--- src/rtl/sdp_rdma_req_gen.sv ---
// sdp_rdma_req_gen: SDP read-DMA line request generator.
// Walks surfaces x lines, credit-limited issue, layer done/stall.
module sdp_rdma_req_gen #(
  parameter int AW      = 64,
  parameter int SW      = 15,
  parameter int CW      = 13,
  parameter int MAX_OUT = 16,
  parameter int OW      = $clog2(MAX_OUT+1)
) (
  input  logic          nvdla_core_clk,
  input  logic          nvdla_core_rstn,
  input  logic          reg2dp_op_en,
  input  logic [AW-1:0] reg2dp_base_addr,
  input  logic [AW-1:0] reg2dp_line_stride,
  input  logic [AW-1:0] reg2dp_surf_stride,
  input  logic [SW-1:0] reg2dp_size_m1,
  input  logic [CW-1:0] reg2dp_height_m1,
  input  logic [CW-1:0] reg2dp_surf_m1,
  input  logic          reg2dp_ram_type,
  input  logic          reg2dp_perf_en,
  output logic          mc_req_valid,
  input  logic          mc_req_ready,
  output logic          cv_req_valid,
  input  logic          cv_req_ready,
  output logic [AW+SW-1:0] req_pd,
  input  logic          rsp_line_done,
  output logic          dp2reg_done,
  output logic [31:0]   dp2reg_stall,
  output logic          busy
);

  typedef enum logic [1:0] {
    IDLE, RUN, DRAIN, DONE
  } state_t;

  state_t        state_q;
  logic [AW-1:0] line_stride_q;
  logic [AW-1:0] surf_stride_q;
  logic [AW-1:0] addr_line_q;
  logic [AW-1:0] addr_surf_q;
  logic [SW-1:0] size_q;
  logic [CW-1:0] height_q;
  logic [CW-1:0] surf_q;
  logic [CW-1:0] line_cnt_q;
  logic [CW-1:0] surf_cnt_q;
  logic          type_q;
  logic          perf_q;
  logic          mc_vld_q;
  logic          cv_vld_q;
  logic          done_q;
  logic [31:0]   stall_q;
  logic [OW-1:0] out_q;
  logic [OW-1:0] out_d;

  logic          sel_rdy;
  logic          vld;
  logic          accept;
  logic          last;
  logic          op_load;
  logic          credit_ok;
  logic [AW-1:0] surf_nxt;

  // handshake, walk-end and post-edge credit evaluation
  always_comb begin
    sel_rdy  = type_q ? mc_req_ready : cv_req_ready;
    vld      = mc_vld_q | cv_vld_q;
    accept   = vld & sel_rdy;
    last     = (line_cnt_q == height_q) &&
               (surf_cnt_q == surf_q);
    op_load  = reg2dp_op_en && (state_q == IDLE);
    surf_nxt = addr_surf_q + surf_stride_q;
    out_d    = out_q;
    if (accept && !rsp_line_done)
      out_d = out_q + OW'(1);
    else if (!accept && rsp_line_done &&
             out_q != '0)
      out_d = out_q - OW'(1);
    credit_ok = out_d < OW'(MAX_OUT);
  end

  // outstanding request window
  always_ff @(posedge nvdla_core_clk or
              negedge nvdla_core_rstn) begin
    if (!nvdla_core_rstn) out_q <= '0;
    else                  out_q <= out_d;
  end

  // saturating backpressure counter, cleared per layer
  always_ff @(posedge nvdla_core_clk or
              negedge nvdla_core_rstn) begin
    if (!nvdla_core_rstn)
      stall_q <= '0;
    else if (op_load)
      stall_q <= '0;
    else if (vld && !sel_rdy && perf_q &&
             stall_q != 32'hFFFF_FFFF)
      stall_q <= stall_q + 32'd1;
  end

  // layer FSM: latch, walk lines, drain credits, pulse done
  always_ff @(posedge nvdla_core_clk or
              negedge nvdla_core_rstn) begin
    if (!nvdla_core_rstn) begin
      state_q       <= IDLE;
      line_stride_q <= '0;
      surf_stride_q <= '0;
      addr_line_q   <= '0;
      addr_surf_q   <= '0;
      size_q        <= '0;
      height_q      <= '0;
      surf_q        <= '0;
      line_cnt_q    <= '0;
      surf_cnt_q    <= '0;
      type_q        <= 1'b0;
      perf_q        <= 1'b0;
      mc_vld_q      <= 1'b0;
      cv_vld_q      <= 1'b0;
      done_q        <= 1'b0;
    end else begin
      done_q <= 1'b0;
      unique case (state_q)
        IDLE: if (reg2dp_op_en) begin
          line_stride_q <= reg2dp_line_stride;
          surf_stride_q <= reg2dp_surf_stride;
          addr_line_q   <= reg2dp_base_addr;
          addr_surf_q   <= reg2dp_base_addr;
          size_q        <= reg2dp_size_m1;
          height_q      <= reg2dp_height_m1;
          surf_q        <= reg2dp_surf_m1;
          line_cnt_q    <= '0;
          surf_cnt_q    <= '0;
          type_q        <= reg2dp_ram_type;
          perf_q        <= reg2dp_perf_en;
          mc_vld_q      <= reg2dp_ram_type & credit_ok;
          cv_vld_q      <= !reg2dp_ram_type & credit_ok;
          state_q       <= RUN;
        end
        RUN: begin
          if (accept) begin
            if (line_cnt_q < height_q) begin
              line_cnt_q  <= line_cnt_q + 1'b1;
              addr_line_q <= addr_line_q + line_stride_q;
            end else begin
              line_cnt_q  <= '0;
              surf_cnt_q  <= surf_cnt_q + 1'b1;
              addr_surf_q <= surf_nxt;
              addr_line_q <= surf_nxt;
            end
          end
          if (accept && last) begin
            mc_vld_q <= 1'b0;
            cv_vld_q <= 1'b0;
            state_q  <= DRAIN;
          end else if (!vld || accept) begin
            mc_vld_q <= type_q & credit_ok;
            cv_vld_q <= !type_q & credit_ok;
          end
        end
        DRAIN: if (out_q == '0) begin
          done_q  <= 1'b1;
          state_q <= DONE;
        end
        DONE: state_q <= IDLE;
        default: state_q <= IDLE;
      endcase
    end
  end

  assign mc_req_valid = mc_vld_q;
  assign cv_req_valid = cv_vld_q;
  assign req_pd       = {size_q, addr_line_q};
  assign dp2reg_done  = done_q;
  assign dp2reg_stall = stall_q;
  assign busy         = (state_q != IDLE);

endmodule

--- config.mk ---
export PLATFORM = sky130hd
export DESIGN_NAME = sdp_rdma_req_gen
export DESIGN_NICKNAME = d
export VERILOG_FILES = /design/src/rtl/sdp_rdma_req_gen.sv
export SDC_FILE = /design/constraint.sdc
export NUM_CORES = 1
export LEC_CHECK = 0
export BUFFER_PORTS_ARGS = -buffer_cell sky130_fd_sc_hd__buf_4
export CAP_MARGIN = 10
export CORE_UTILIZATION = 58
export DETAILED_ROUTE_END_ITERATION = 12
export PLACE_DENSITY = 0.81
export SYNTH_ARGS = -nofsm -noshare
export SYNTH_HDL_FRONTEND = slang
export SYNTH_SLANG_ARGS = --single-unit
export TNS_END_PERCENT = 50
--- constraint.sdc ---
create_clock -name nvdla_core_clk -period 3.6 [get_ports nvdla_core_clk]
set_input_delay 0 -clock nvdla_core_clk [delete_from_list [all_inputs] [get_ports nvdla_core_clk]]
set_output_delay 0 -clock nvdla_core_clk [all_outputs]
set_load 0.005 [all_outputs]
==> metrics.md, run 1 <==
| Metric | Value |
|---|---|
| Detailed-route wire length | 89,710 µm |
| Data required time of the critical path | 4.03 ns |
| Clock-pin slew of the registers on the worst-case setup and hold paths | 0.06 ns |
| Mean post-synth cell area | 8.154 µm² |
| Maximum clock path buffer count | 3 |
| Depth of the CTS H-tree | 2 |
| Mean routed wirelength per cell | 22.15 µm |
| Part of the power in the clock network | 13.3% |
| Switching Share | 49.46% |
| Time the worst path needs with I/O delays and setup | 3.493 ns |
| Final TNS setup | 0 ns |
| Endpoint class of the critical path | flip-flop |
| Peak VDD IR | 0.0006806 V |
| Fraction of the yosys area taken by sequential cells | 38.80% |
| Vias in the first global route | 25,459 |
| Net switching power of the design | 16.77 mW |
| Cell at the root of the clock tree | clkbuf_16 |
| DP Wirelength | 59,540 µm |
| Ranking of synthesized cells by area | dfrtp_1 (39%), nand2_1 (11%), ha_1 (7.8%), a21oi_1 (4.8%), o21ai_0 (4.0%) |
| Vertical die dimension | 204.0 µm |
| Final hold slack | -0.0008875 ns |
| DR vias | 25,348 |
| Horizontal die dimension | 204.0 µm |
| Total global routing overflow | 0 |
| Slew Viols, Final | 0 |
| PortBufs | 355 |
| Routability congestion estimate from global placement | 1.032 |
| Largest area contributor in the synthesized netlist | dfrtp_1 |
| Total leakage power | 15.17 nW |
| Hold Path Class | in2reg |
| Total chip power | 33.91 mW |
| Netlist area before placement | 0.02367 mm² |
| Number of CTS-inserted buffers | 43 |
| Hold Fails Final Rpt | 1 |
| Std cell rows | 73 |
| Number of register bits inferred by synthesis | 367 |
| Gate count after technology mapping | 2,903 |
| Clock sink count | 367 |
| Worst slew margin relative to its limit | 22.08% |
| Pin count of the biggest net entering global routing | 219 |
| Violated checks | negative hold slack |
| Clock insertion delay at the later pin of the skew report | 0.59 ns |
| FFs w/ async S/R, synth | 100.0% |
| Type of the setup path with the least slack | reg2reg |
| Combinational power share | 64.7% |
| Detailed-routing iteration count for the pre-antenna-repair pass | 9 |
| Total global routing track utilization | 42.46% |
| Number of nets in the layout | 3,881 |
| Crit path max fanout | 5 |
| Layout cells sized above 1 | 16.94% |
| Number of warning messages in the yosys log | 0 |
| Initial core utilization | 59.17% |
| Signed area change from the synthesized netlist to the final layout | 32.38% |
| Placeable core region | 0.04001 mm² |
| Slew at the pin with the worst max-slew slack | 1.166 ns |
| Top cells by count, synth | nand2_1 (717), dfrtp_1 (367), a21oi_1 (229) |
| Startpoint class of the critical path | flip-flop |
| CTS tree | yes |
| Placed Area | 0.02720 mm² |
| Count of unresolved DRC violations after routing | 0 |
| Diodes inserted | 0 |
| Wire length of the first global-routing pass | 136,800 µm |
| Total non-filler cell area in the finished layout | 0.03134 mm² |
| Power share of the sequential group | 22.0% |
| Final cycle utilization of the critical path | 97.02% |
| Power per standard cell area | 1082 mW/mm² |
| Count of max-cap constraint violations | 0 |
| Post-route clock skew | 0.02068 ns |
| Leading cell type by number of instances after synthesis | nand2_1 |
| Antenna violations before repair | 0 |
| Number of placed I/O pins | 356 |
| Initial drt markers | 2,359 |
| Total die area | 0.04162 mm² |
| Post-Synthesis Net Count | 3,293 |
| Number of nets still failing antenna checks after routing | 0 |
| Number of enable-type register cells in the synthesized netlist | 0 |
| Count of distinct cell types in the synthesized netlist | 80 |
| Achievable clock frequency | 286.3 MHz |
| Count of endpoints failing setup in the final report | 0 |
| Util after Layout | 78.33% |
| Worst path arrival time | 3.92 ns |
| Post-detailed-route via-to-cell ratio | 6.259 |
| Fraction of synthesized cell area taken by the top area cell type | 38.80% |
| Most instantiated flip-flop cell in the synthesis netlist | dfrtp_1 |
| Internal | 17.14 mW |
| Status | finished with violations |
## kinds of logic (layout without fill, tap and decap cells)
group                      Yosys count  after routing  synth area share (%)
DFF                                367            367                 38.80
buffers and inverters              220            842                 3.621
xor gates and xnor gates           178            178                 6.586
and+or+nand+nor                   1210           1210                 21.93
muxes                               24             24                 1.020
AOI/OAI and AO/OA                  755            755                 20.11
adders and majority gates          149            149                 7.939
## worst max-delay path: stages (launching register included)
cell and delay, ns:
dfrtp_1 0.42, ha_4 0.32, nand4_1 0.17, nor2_2 0.18
and3_4 0.20, a41oi_1 0.11, a21oi_1 0.15, buf_4 0.16
o211ai_1 0.14, buf_4 0.18, a2111oi_4 0.37, nor2_2 0.12
o31ai_4 0.35, mux2i_4 0.37, a211oi_1 0.09
## power groups by stage
stage	combinational, mW	sequential (mW)	clock (mW)
final	21.9	7.46	4.52
after floorplan	14.0	6.82	0
after CTS	20.9	7.35	4.52
after global routing	23.6	7.56	4.71
after global placement	20.0	7.35	0
after detailed placement	20.3	7.38	0
## area by class of cell
type,instances,area [µm²]
well taps,525,656.9
multi-input cells,2316,13860
flip-flops and latches,367,9184
clock buffers,53,1174
fillers,2579,8670
clock inverters,26,252.7
repair buffers,696,5961
inverters,67,251.5
## worst paths after layout
kind	startpoint	endpoint	slack, ns	depth (start not counted)
worst max-delay path	addr_surf_q[14]$_DFFE_PN0P_	addr_line_q[59]$_DFFE_PN0P_	0.11	14
worst min-delay path	reg2dp_base_addr[30]	addr_surf_q[30]$_DFFE_PN0P_	-0.0009	4
worst max register to register	addr_surf_q[14]$_DFFE_PN0P_	addr_line_q[59]$_DFFE_PN0P_	0.11	14
worst min register to register	size_q[2]$_DFFE_PN0P_	size_q[2]$_DFFE_PN0P_	0.48	2
max in group asynchronous	nvdla_core_rstn	surf_stride_q[14]$_DFFE_PN0P_	2.93	3
min in group asynchronous	nvdla_core_rstn	line_stride_q[58]$_DFFE_PN0P_	0.11	3
## through the flow
stage	hold WS [ns]	cells	setup WS (ns)
floorplan	-0.2956	2903	0.4434
detailed placement	-0.01829	3717	-0.04442
CTS	0.0001383	4045	0.02477
global route	0.01172	4050	-0.02289
global placement	-0.02547	3717	-0.06152
finish	-0.0008875	4050	0.1072
## routing by layer
metal  track usage, %  routed length (µm)  vias up
met5                0                   0        -
met3            7.446                7436      420
met1            49.90               32720    12120
met2            71.51               43070     1490
li1                 -                   -    11318
met4            27.80                6481        0
## registers in the layout, summed over array words and instances (netlist names), 2 cells and up
signal	count
line_cnt_q	13
size_q	15
surf_stride_q	64
line_stride_q	64
dp2reg_stall	32
surf_cnt_q	13
state_q	2
addr_surf_q	64
out_q	5
surf_q	13
height_q	13
addr_line_q	64
## cells in the final DEF (no fill, tap or decap), types with 8 or more instances in the layout
cell type and instances:
mux2i_1 21, nand2b_1 10, nand4_1 51, xnor2_1 93, nand2_1 714, o32ai_1 11, nor2_1 216, a21oi_1 223
dfrtp_1 367, clkinv_2 15, clkbuf_16 43, a211oi_1 22, or3_1 20, dlygate4sd3_1 248, xor2_1 84, ha_1 142
and3_1 36, o21a_1 17, a21o_1 72, inv_1 66, o221ai_1 8, a31oi_1 27, o21ai_1 14, nor2b_1 29
and4_1 10, nand3_1 47, nor3_1 38, o21ai_0 187, o211ai_1 13, o22ai_1 24, buf_4 439, o21bai_1 22
## repair_timing
| item | in CTS | in global routing |
|---|---|---|
| endpoints found under the setup margin | 6 | 52 |
| setup buffers | 0 | 5 |
| resized for setup | 3 | 36 |
| hold buffers | 249 | 0 |
| pin swaps | 1 | 14 |
| endpoints found under the hold margin | 650 | 0 |
(Power assumes the default switching activity.)
==> run 2: changes to the inputs <==
--- a/config.mk
+++ b/config.mk
@@ -10,6 +10,7 @@
 export CORE_UTILIZATION = 58
 export DETAILED_ROUTE_END_ITERATION = 12
 export PLACE_DENSITY = 0.81
+export REMOVE_ABC_BUFFERS = 1
 export SYNTH_ARGS = -nofsm -noshare
 export SYNTH_HDL_FRONTEND = slang
 export SYNTH_SLANG_ARGS = --single-unit
==> constraint.sdc (replaced) <==
create_clock -name nvdla_core_clk -period 3.6 [get_ports nvdla_core_clk]
set_input_delay 0.72 -clock nvdla_core_clk [delete_from_list [all_inputs] [get_ports nvdla_core_clk]]
set_output_delay 0.72 -clock nvdla_core_clk [all_outputs]
set_load 0.005 [all_outputs]
==> metrics.md, run 2 (synthesized netlist as in run 1, its figures left out) <==
| Metric | Value |
|---|---|
| Data required time of the critical path | 4.09 ns (+0.06 ns) |
| Post-detailed-route via-to-cell ratio | 6.118 (-2.3%) |
| DP Wirelength | 58,180 µm (-2.3%) |
| RSZ-0062 raised after global routing | true |
| PortBufs | 355 (unchanged) |
| Signed area change from the synthesized netlist to the final layout | 22.51% |
| Number of nets still failing antenna checks after routing | 0 (unchanged) |
| Count of endpoints failing setup in the final report | 0 (unchanged) |
| Clock-pin slew of the registers on the worst-case setup and hold paths | 0.06 ns (about the same) |
| Pin count of the biggest net entering global routing | 219 (unchanged) |
| Number of placed I/O pins | 356 (unchanged) |
| Slew at the pin with the worst max-slew slack | 0.9102 ns (-0.2560 ns) |
| Dpl ws | -0.02697 ns (+0.01745 ns) |
| Clock sink count | 367 (unchanged) |
| Status | finished clean |
| Count of max-cap constraint violations | 0 (unchanged) |
| Initial drt markers | 2,208 (-6.4%) |
| Routability congestion estimate from global placement | 0.9832 (-4.8%) |
| Time the worst path needs with I/O delays and setup | 3.491 ns (-0.001811 ns) |
| Total non-filler cell area in the finished layout | 0.02900 mm² (-7.5%) |
| Peak VDD IR | 0.0006963 V (+2.3%) |
| Slew Viols, Final | 0 (unchanged) |
| Number of CTS-inserted buffers | 42 (-2.3%) |
| Antenna violations before repair | 0 (unchanged) |
| Final cycle utilization of the critical path | 96.97% (about the same) |
| Std cell rows | 73 (unchanged) |
| Worst path arrival time | 3.98 ns (+0.06 ns) |
| Final hold slack | 0.06287 ns (+0.06376 ns) |
| Hold Path Class | in2async |
| Endpoint class of the critical path | flip-flop |
| Critical-path cell with the highest stage delay | fa_1 |
| Detailed-route wire length | 79,960 µm (-11%) |
| Achievable clock frequency | 286.5 MHz (about the same) |
| Startpoint class of the critical path | flip-flop |
| Cell at the root of the clock tree | clkbuf_16 |
| Hold Fails Final Rpt | 0 (-1) |
| Commonest non-fill, non-tap cell in the layout | nand2_1 |
| CTS tree | yes |
| DR vias | 23,327 (-8.0%) |
| Mean routed wirelength per cell | 20.97 µm (-5.3%) |
| Cell family with most CP delay | compound AO/OA/AOI/OAI gates |
| Layout cells sized above 1 | 18.37% (+1.4 points) |
| Post-route clock skew | 0.02067 ns (-0.000009100 ns) |
| Power per standard cell area | 1154 mW/mm² (+6.7%) |
| Cells along the critical path | ha_1 > fa_1 > a211oi_2 > o21a_2 > o221ai_1 > buf_4 > a21bo_2 > a31oi_2 > o21ai_1 > a21oi_1 > xnor2_1 > mux2i_1 > a21oi_1 > a21o_1 |
| Initial core utilization | 59.17% (unchanged) |
| Placed Area | 0.02737 mm² (+0.63%) |
| Most frequent cells in the layout | nand2_1 (714), buf_4 (457), dfrtp_1 (367), a21oi_1 (222), nor2_1 (218) |
| CP peak stage delay | 0.44 ns (+0.02 ns) |
| Type of the setup path with the least slack | reg2reg |
| Total global routing track utilization | 38.33% (-4.1 points) |
| Total leakage power | 14.19 nW (-6.5%) |
| Total die area | 0.04162 mm² (unchanged) |
| Number of nets in the layout | 3,650 (-6.0%) |
| Maximum clock path buffer count | 3 (unchanged) |
| Diodes inserted | 0 (unchanged) |
| Count of unresolved DRC violations after routing | 0 (unchanged) |
| Vertical die dimension | 204.0 µm (unchanged) |
| Placeable core region | 0.04001 mm² (unchanged) |
| Total global routing overflow | 0 (unchanged) |
| Number of fill cells in the layout | 2,979 (+16%) |
| Horizontal die dimension | 204.0 µm (unchanged) |
| Vias in the first global route | 23,219 (-8.8%) |
| Buffers and inverters on the worst path | 1 (-1) |
| Wire length of the first global-routing pass | 125,500 µm (-8.3%) |
| Util after Layout | 72.49% (-5.8 points) |
| Final WS setup | 0.1090 ns (+0.001811 ns) |
| Clock insertion delay at the later pin of the skew report | 0.60 ns (about the same) |
| Crit path max fanout | 3 (-2) |
| Total chip power | 33.48 mW (-1.3%) |
| Worst slew margin relative to its limit | 39.19% (+17 points) |
| Cell occurring most often along the worst timing path | a21oi_1 |
| Detailed-routing iteration count for the pre-antenna-repair pass | 6 (-3) |
| Depth of the CTS H-tree | 2 (unchanged) |
## run 2: area by class of cell
class                           count  area [µm²]  share of cell area, %
Tap cell                          525       656.9                  2.265
Multi-Input combinational cell   2316       13880                  47.86
Clock inverter                     20       284.0                 0.9794
Timing Repair Buffer              466        3606                  12.43
Sequential cell                   367        9184                  31.67
Clock buffer                       52        1139                  3.926
Inverter                           67       251.5                 0.8672
## run 2: path summary, 6_finish.rpt
check / start / endpoint / slack [ns] / cells past startpoint
max: addr_line_q[0]$_DFFE_PN0P_ / addr_line_q[34]$_DFFE_PN0P_ / 0.11 / 14
min: nvdla_core_rstn / addr_surf_q[34]$_DFFE_PN0P_ / 0.06 / 1
max reg2reg: addr_line_q[0]$_DFFE_PN0P_ / addr_line_q[34]$_DFFE_PN0P_ / 0.11 / 14
min reg2reg: size_q[3]$_DFFE_PN0P_ / size_q[3]$_DFFE_PN0P_ / 0.47 / 2
max in group asynchronous: nvdla_core_rstn / dp2reg_stall[19]$_DFFE_PN0P_ / 2.50 / 3
min in group nvdla_core_clk: reg2dp_line_stride[3] / line_stride_q[3]$_DFFE_PN0P_ / 0.31 / 3
## run 2: per-stage QoR
step	TNS (ns)	std cells
after detailed placement	-0.02697	3738
after floorplan	-2029.49	2750
after global placement	0	3738
after CTS	0	3810
after global routing	-0.1738	3813
final	0	3813
## run 2: what timing repair did
action	in CTS	in global routing
hold endpoints to repair	0	0
resized for setup	2	34
buffers inserted	0	3
pin swaps	0	7
hold buffers	0	0
setup endpoints to repair	4	34
## run 2: worst register-to-register path, delay by kind of cell, from the launching register on
kind            cells  cell delay (ns)
fa+ha+maj           2             0.69
xor+xnor            1             0.09
buf+inv             1             0.21
mux                 1             0.14
flops               1             0.39
compound gates      9             1.87
## run 2: power by group
part           switching (mW)  total (mW)  leakage (nW)  internal [mW]
clock                    1.86        4.48         0.691           2.62
combinational            13.0        21.6          8.94           8.64
sequential               1.52        7.38          4.56           5.87
total                    16.4        33.5          14.2           17.1
## run 2: routing by layer
metal	part of all wire, %	GRT usage [%]	vias to the layer above	routed length (µm)
li1	-	-	10832	-
met1	41	51.72	11105	32940
met2	46	62.10	1203	37060
met3	9.0	6.330	187	7161
met4	3.5	14.07	0	2801
met5	0	0	-	0
==> run 3: changes to the inputs <==
--- a/config.mk
+++ b/config.mk
@@ -7,9 +7,12 @@
 export LEC_CHECK = 0
 export BUFFER_PORTS_ARGS = -buffer_cell sky130_fd_sc_hd__buf_4
 export CAP_MARGIN = 10
-export CORE_UTILIZATION = 58
+export CELL_PAD_IN_SITES_DETAIL_PLACEMENT = 1
+export CELL_PAD_IN_SITES_GLOBAL_PLACEMENT = 2
+export CORE_UTILIZATION = 34
 export DETAILED_ROUTE_END_ITERATION = 12
-export PLACE_DENSITY = 0.81
+export GPL_TIMING_DRIVEN = 0
+export PLACE_DENSITY_LB_ADDON = 0.1
 export REMOVE_ABC_BUFFERS = 1
 export SYNTH_ARGS = -nofsm -noshare
 export SYNTH_HDL_FRONTEND = slang
==> metrics.md, run 3 (synthesized netlist as in run 1, its figures left out) <==
| Metric | Value |
|---|---|
| Placeable core region | 0.06871 mm² (+72%) |
| PortBufs | 355 (unchanged) |
| Most frequent cells in the layout | nand2_1 (710), buf_4 (381), dfrtp_1 (361), a21oi_1 (214), nor2_1 (211) |
| Crit path max fanout | 6 (+3) |
| CP peak stage delay | 0.49 ns (+0.05 ns) |
| DP Wirelength | 69,540 µm (+20%) |
| Number of nets in the layout | 3,596 (-1.5%) |
| Initial core utilization | 34.45% (-25 points) |
| Startpoint of the worst register-to-register path | addr_line_q[26]$_DFFE_PN0P_ |
| Detailed-route wire length | 92,420 µm (+16%) |
| Worst path arrival time | 4.00 ns (+0.02 ns) |
| Post-route clock skew | 0.02502 ns (+0.004351 ns) |
| Total global routing track utilization | 25.84% (-12 points) |
| Routability congestion estimate from global placement | 0.8941 (-9.1%) |
| Power per standard cell area | 1152 mW/mm² (-0.19%) |
| Count of max-cap constraint violations | 0 (unchanged) |
| RSZ-0062 raised after global routing | true |
| Vertical die dimension | 265.9 µm (+30%) |
| Number of fill cells in the layout | 8,158 (+170%) |
| Critical-path cell with the highest stage delay | o41ai_4 |
| Commonest non-fill, non-tap cell in the layout | nand2_1 |
| Placed cell count | 4,060 (+8.6%) |
| Power share of the sequential group | 21.6% (-0.5 points) |
| Combinational power share | 64.7% (about the same) |
| Count of endpoints failing setup in the final report | 0 (unchanged) |
| Net switching power of the design | 17.23 mW (+5.4%) |
| Time the worst path needs with I/O delays and setup | 3.521 ns (+0.03015 ns) |
| Final cycle utilization of the critical path | 97.81% (+0.84 points) |
| Hold Fails Final Rpt | 0 (unchanged) |
| Maximum clock path buffer count | 3 (unchanged) |
| Slew at the pin with the worst max-slew slack | 1.109 ns (+0.1992 ns) |
| Wire length of the first global-routing pass | 140,600 µm (+12%) |
| Number of placed I/O pins | 356 (unchanged) |
| R2r setup slk | 0.08 ns (-0.03 ns) |
| Number of nets still failing antenna checks after routing | 0 (unchanged) |
| Layout cells sized above 1 | 19.24% (+0.87 points) |
| Slew Viols, Final | 0 (unchanged) |
| Post-route non-filler standard cell count | 4,176 (+9.5%) |
| Number of CTS-inserted buffers | 47 (+12%) |
| Initial drt markers | 1,166 (-47%) |
| Std cell rows | 96 (+32%) |
| Achievable clock frequency | 284.0 MHz (-0.86%) |
| Data required time of the critical path | 4.08 ns (about the same) |
| Switching Share | 49.80% (+0.96 points) |
| Depth of the CTS H-tree | 2 (unchanged) |
| Antenna violations before repair | 5 (+5) |
| Clock sink count | 367 (unchanged) |
| Type of the setup path with the least slack | reg2reg |
| Total leakage power | 14.14 nW (-0.36%) |
| Cell at the root of the clock tree | clkbuf_16 |
| Vias in the first global route | 23,664 (+1.9%) |
| Count of unresolved DRC violations after routing | 0 (unchanged) |
| Mean routed wirelength per cell | 22.13 µm (+5.5%) |
| Endpoint class of the critical path | flip-flop |
| Worst slew margin relative to its limit | 25.26% (-14 points) |
| Cells on worst reg2reg path | 13 (-1) |
| Total die area | 0.07068 mm² (+70%) |
| Status | finished clean |
| Clock insertion delay at the later pin of the skew report | 0.62 ns (+0.02 ns) |
| Capture instance of the worst register-to-register path | addr_line_q[63]$_DFFE_PN0P_ |
| Util after Layout | 43.69% (-29 points) |
| Detailed-routing iteration count for the pre-antenna-repair pass | 5 (-1) |
| CTS tree | yes |
| Signed area change from the synthesized netlist to the final layout | 26.82% |
| Hold Path Class | in2async |
| Peak VDD IR | 0.0004882 V (-30%) |
| Total of hold buffers inserted after clock tree synthesis | 0 (unchanged) |
| Startpoint class of the critical path | flip-flop |
| Pin count of the biggest net entering global routing | 114 (-48%) |
| Horizontal die dimension | 265.9 µm (+30%) |
| Post-detailed-route via-to-cell ratio | 5.372 (-12%) |
| Internal | 17.36 mW (+1.4%) |
| Clock-pin slew of the registers on the worst-case setup and hold paths | 0.06 ns (about the same) |
| DR vias | 22,434 (-3.8%) |
| Total global routing overflow | 0 (unchanged) |
| Part of the power in the clock network | 13.7% (+0.3 points) |
| Cells along the critical path | ha_4 > nand4_4 > nor3_4 > nand3_2 > a211oi_4 > nor3_4 > o31a_1 > buf_4 > o31a_1 > o41ai_4 > xnor2_1 > a211oi_2 > a211oi_2 |
run 3: cell types whose count changed in the layout (fill, tap and decap cells not counted), sizes merged:
| cell | delta |
|---|---|
| buf | -59 |
| clkbuf | +19 |
| bufinv | -4 |
| inv | +3 |
| clkinv | -2 |
| clkinvlp | -2 |
| diode | +2 |
run 3: cell type report:
cell class	instances	area, µm²	share of cell area (%)
diodes	2	5.005	0.01667
well taps	931	1165	3.880
flip-flops and latches	367	9191	30.62
multi-input cells	2316	14420	48.03
repair buffers	407	3450	11.49
clock inverters	15	171.4	0.5710
inverters	67	251.5	0.8377
clock buffers	71	1366	4.551
run 3: repair_timing:
| action | in CTS | in global routing |
|---|---|---|
| setup endpoints to repair | 128 | 41 |
| setup buffers | 18 | 10 |
| pin swaps | 32 | 29 |
| gates resized for setup | 60 | 87 |
run 3: power by group through the flow:
stage	logic [mW]	registers, mW	clock network, mW
final	22.4	7.46	4.74
after global routing	24.6	7.66	5.03
after CTS	21.7	7.40	4.89
after detailed placement	20.9	7.42	0
after global placement	19.3	7.32	0
after floorplan	14.0	6.82	0
run 3: worst max-delay path by stage:
| stage | from | endpoint | slack [ns] | depth (start not counted) |
|---|---|---|---|---|
| 4_1_cts | addr_line_q[8]$_DFFE_PN0P_ | addr_line_q[59]$_DFFE_PN0P_ | 0.0006 | 13 |
| 3_3_place_gp | reg2dp_op_en | addr_surf_q[51]$_DFFE_PN0P_ | -21.14 | 8 |
| 6_report | addr_line_q[26]$_DFFE_PN0P_ | addr_line_q[63]$_DFFE_PN0P_ | 0.08 | 13 |
| 3_5_place_dp | state_q[1]$_DFFE_PN0P_ | addr_line_q[59]$_DFFE_PN0P_ | -1.22 | 15 |
| 5_1_grt | addr_line_q[1]$_DFFE_PN0P_ | addr_line_q[61]$_DFFE_PN0P_ | -0.07 | 12 |
| 2_1_floorplan | reg2dp_op_en | addr_line_q[38]$_DFFE_PN0P_ | -8.97 | 7 |
run 3: critical path: cells and delay by family, from the launching register on:
kind                     cells  cell delay (ns)
XOR/XNOR                     1             0.16
adder cells (fa/ha/maj)      1             0.33
flip-flops                   1             0.48
AND/OR/NAND/NOR              4             0.59
AO/OA/AOI/OAI                6             1.63
buffers and inverters        1             0.16
run 3: through the flow:
stage / area, µm² / setup TNS, ns / hold slack (ns) / setup WS (ns) / power [mW]
after floorplan: 23070 / -2029.49 / 0.4244 / -8.973 / 20.83
after global placement: 26900 / -5300.15 / 0.4600 / -21.14 / 26.67
after detailed placement: 27540 / -69.23 / 0.4669 / -1.219 / 28.28
after CTS: 29500 / 0 / 0.1307 / 0.0006475 / 33.96
after global routing: 30020 / -0.2305 / 0.1748 / -0.07471 / 37.34
final: 30020 / 0 / 0.1313 / 0.07888 / 34.59
run 3: layer usage:
metal | track usage, % | vias up | wire length, µm
li1 | - | 10736 | -
met1 | 34.56 | 11090 | 41540
met2 | 42.67 | 473 | 43540
met3 | 3.965 | 129 | 4512
met4 | 8.201 | 6 | 2783
met5 | 0 | - | 47
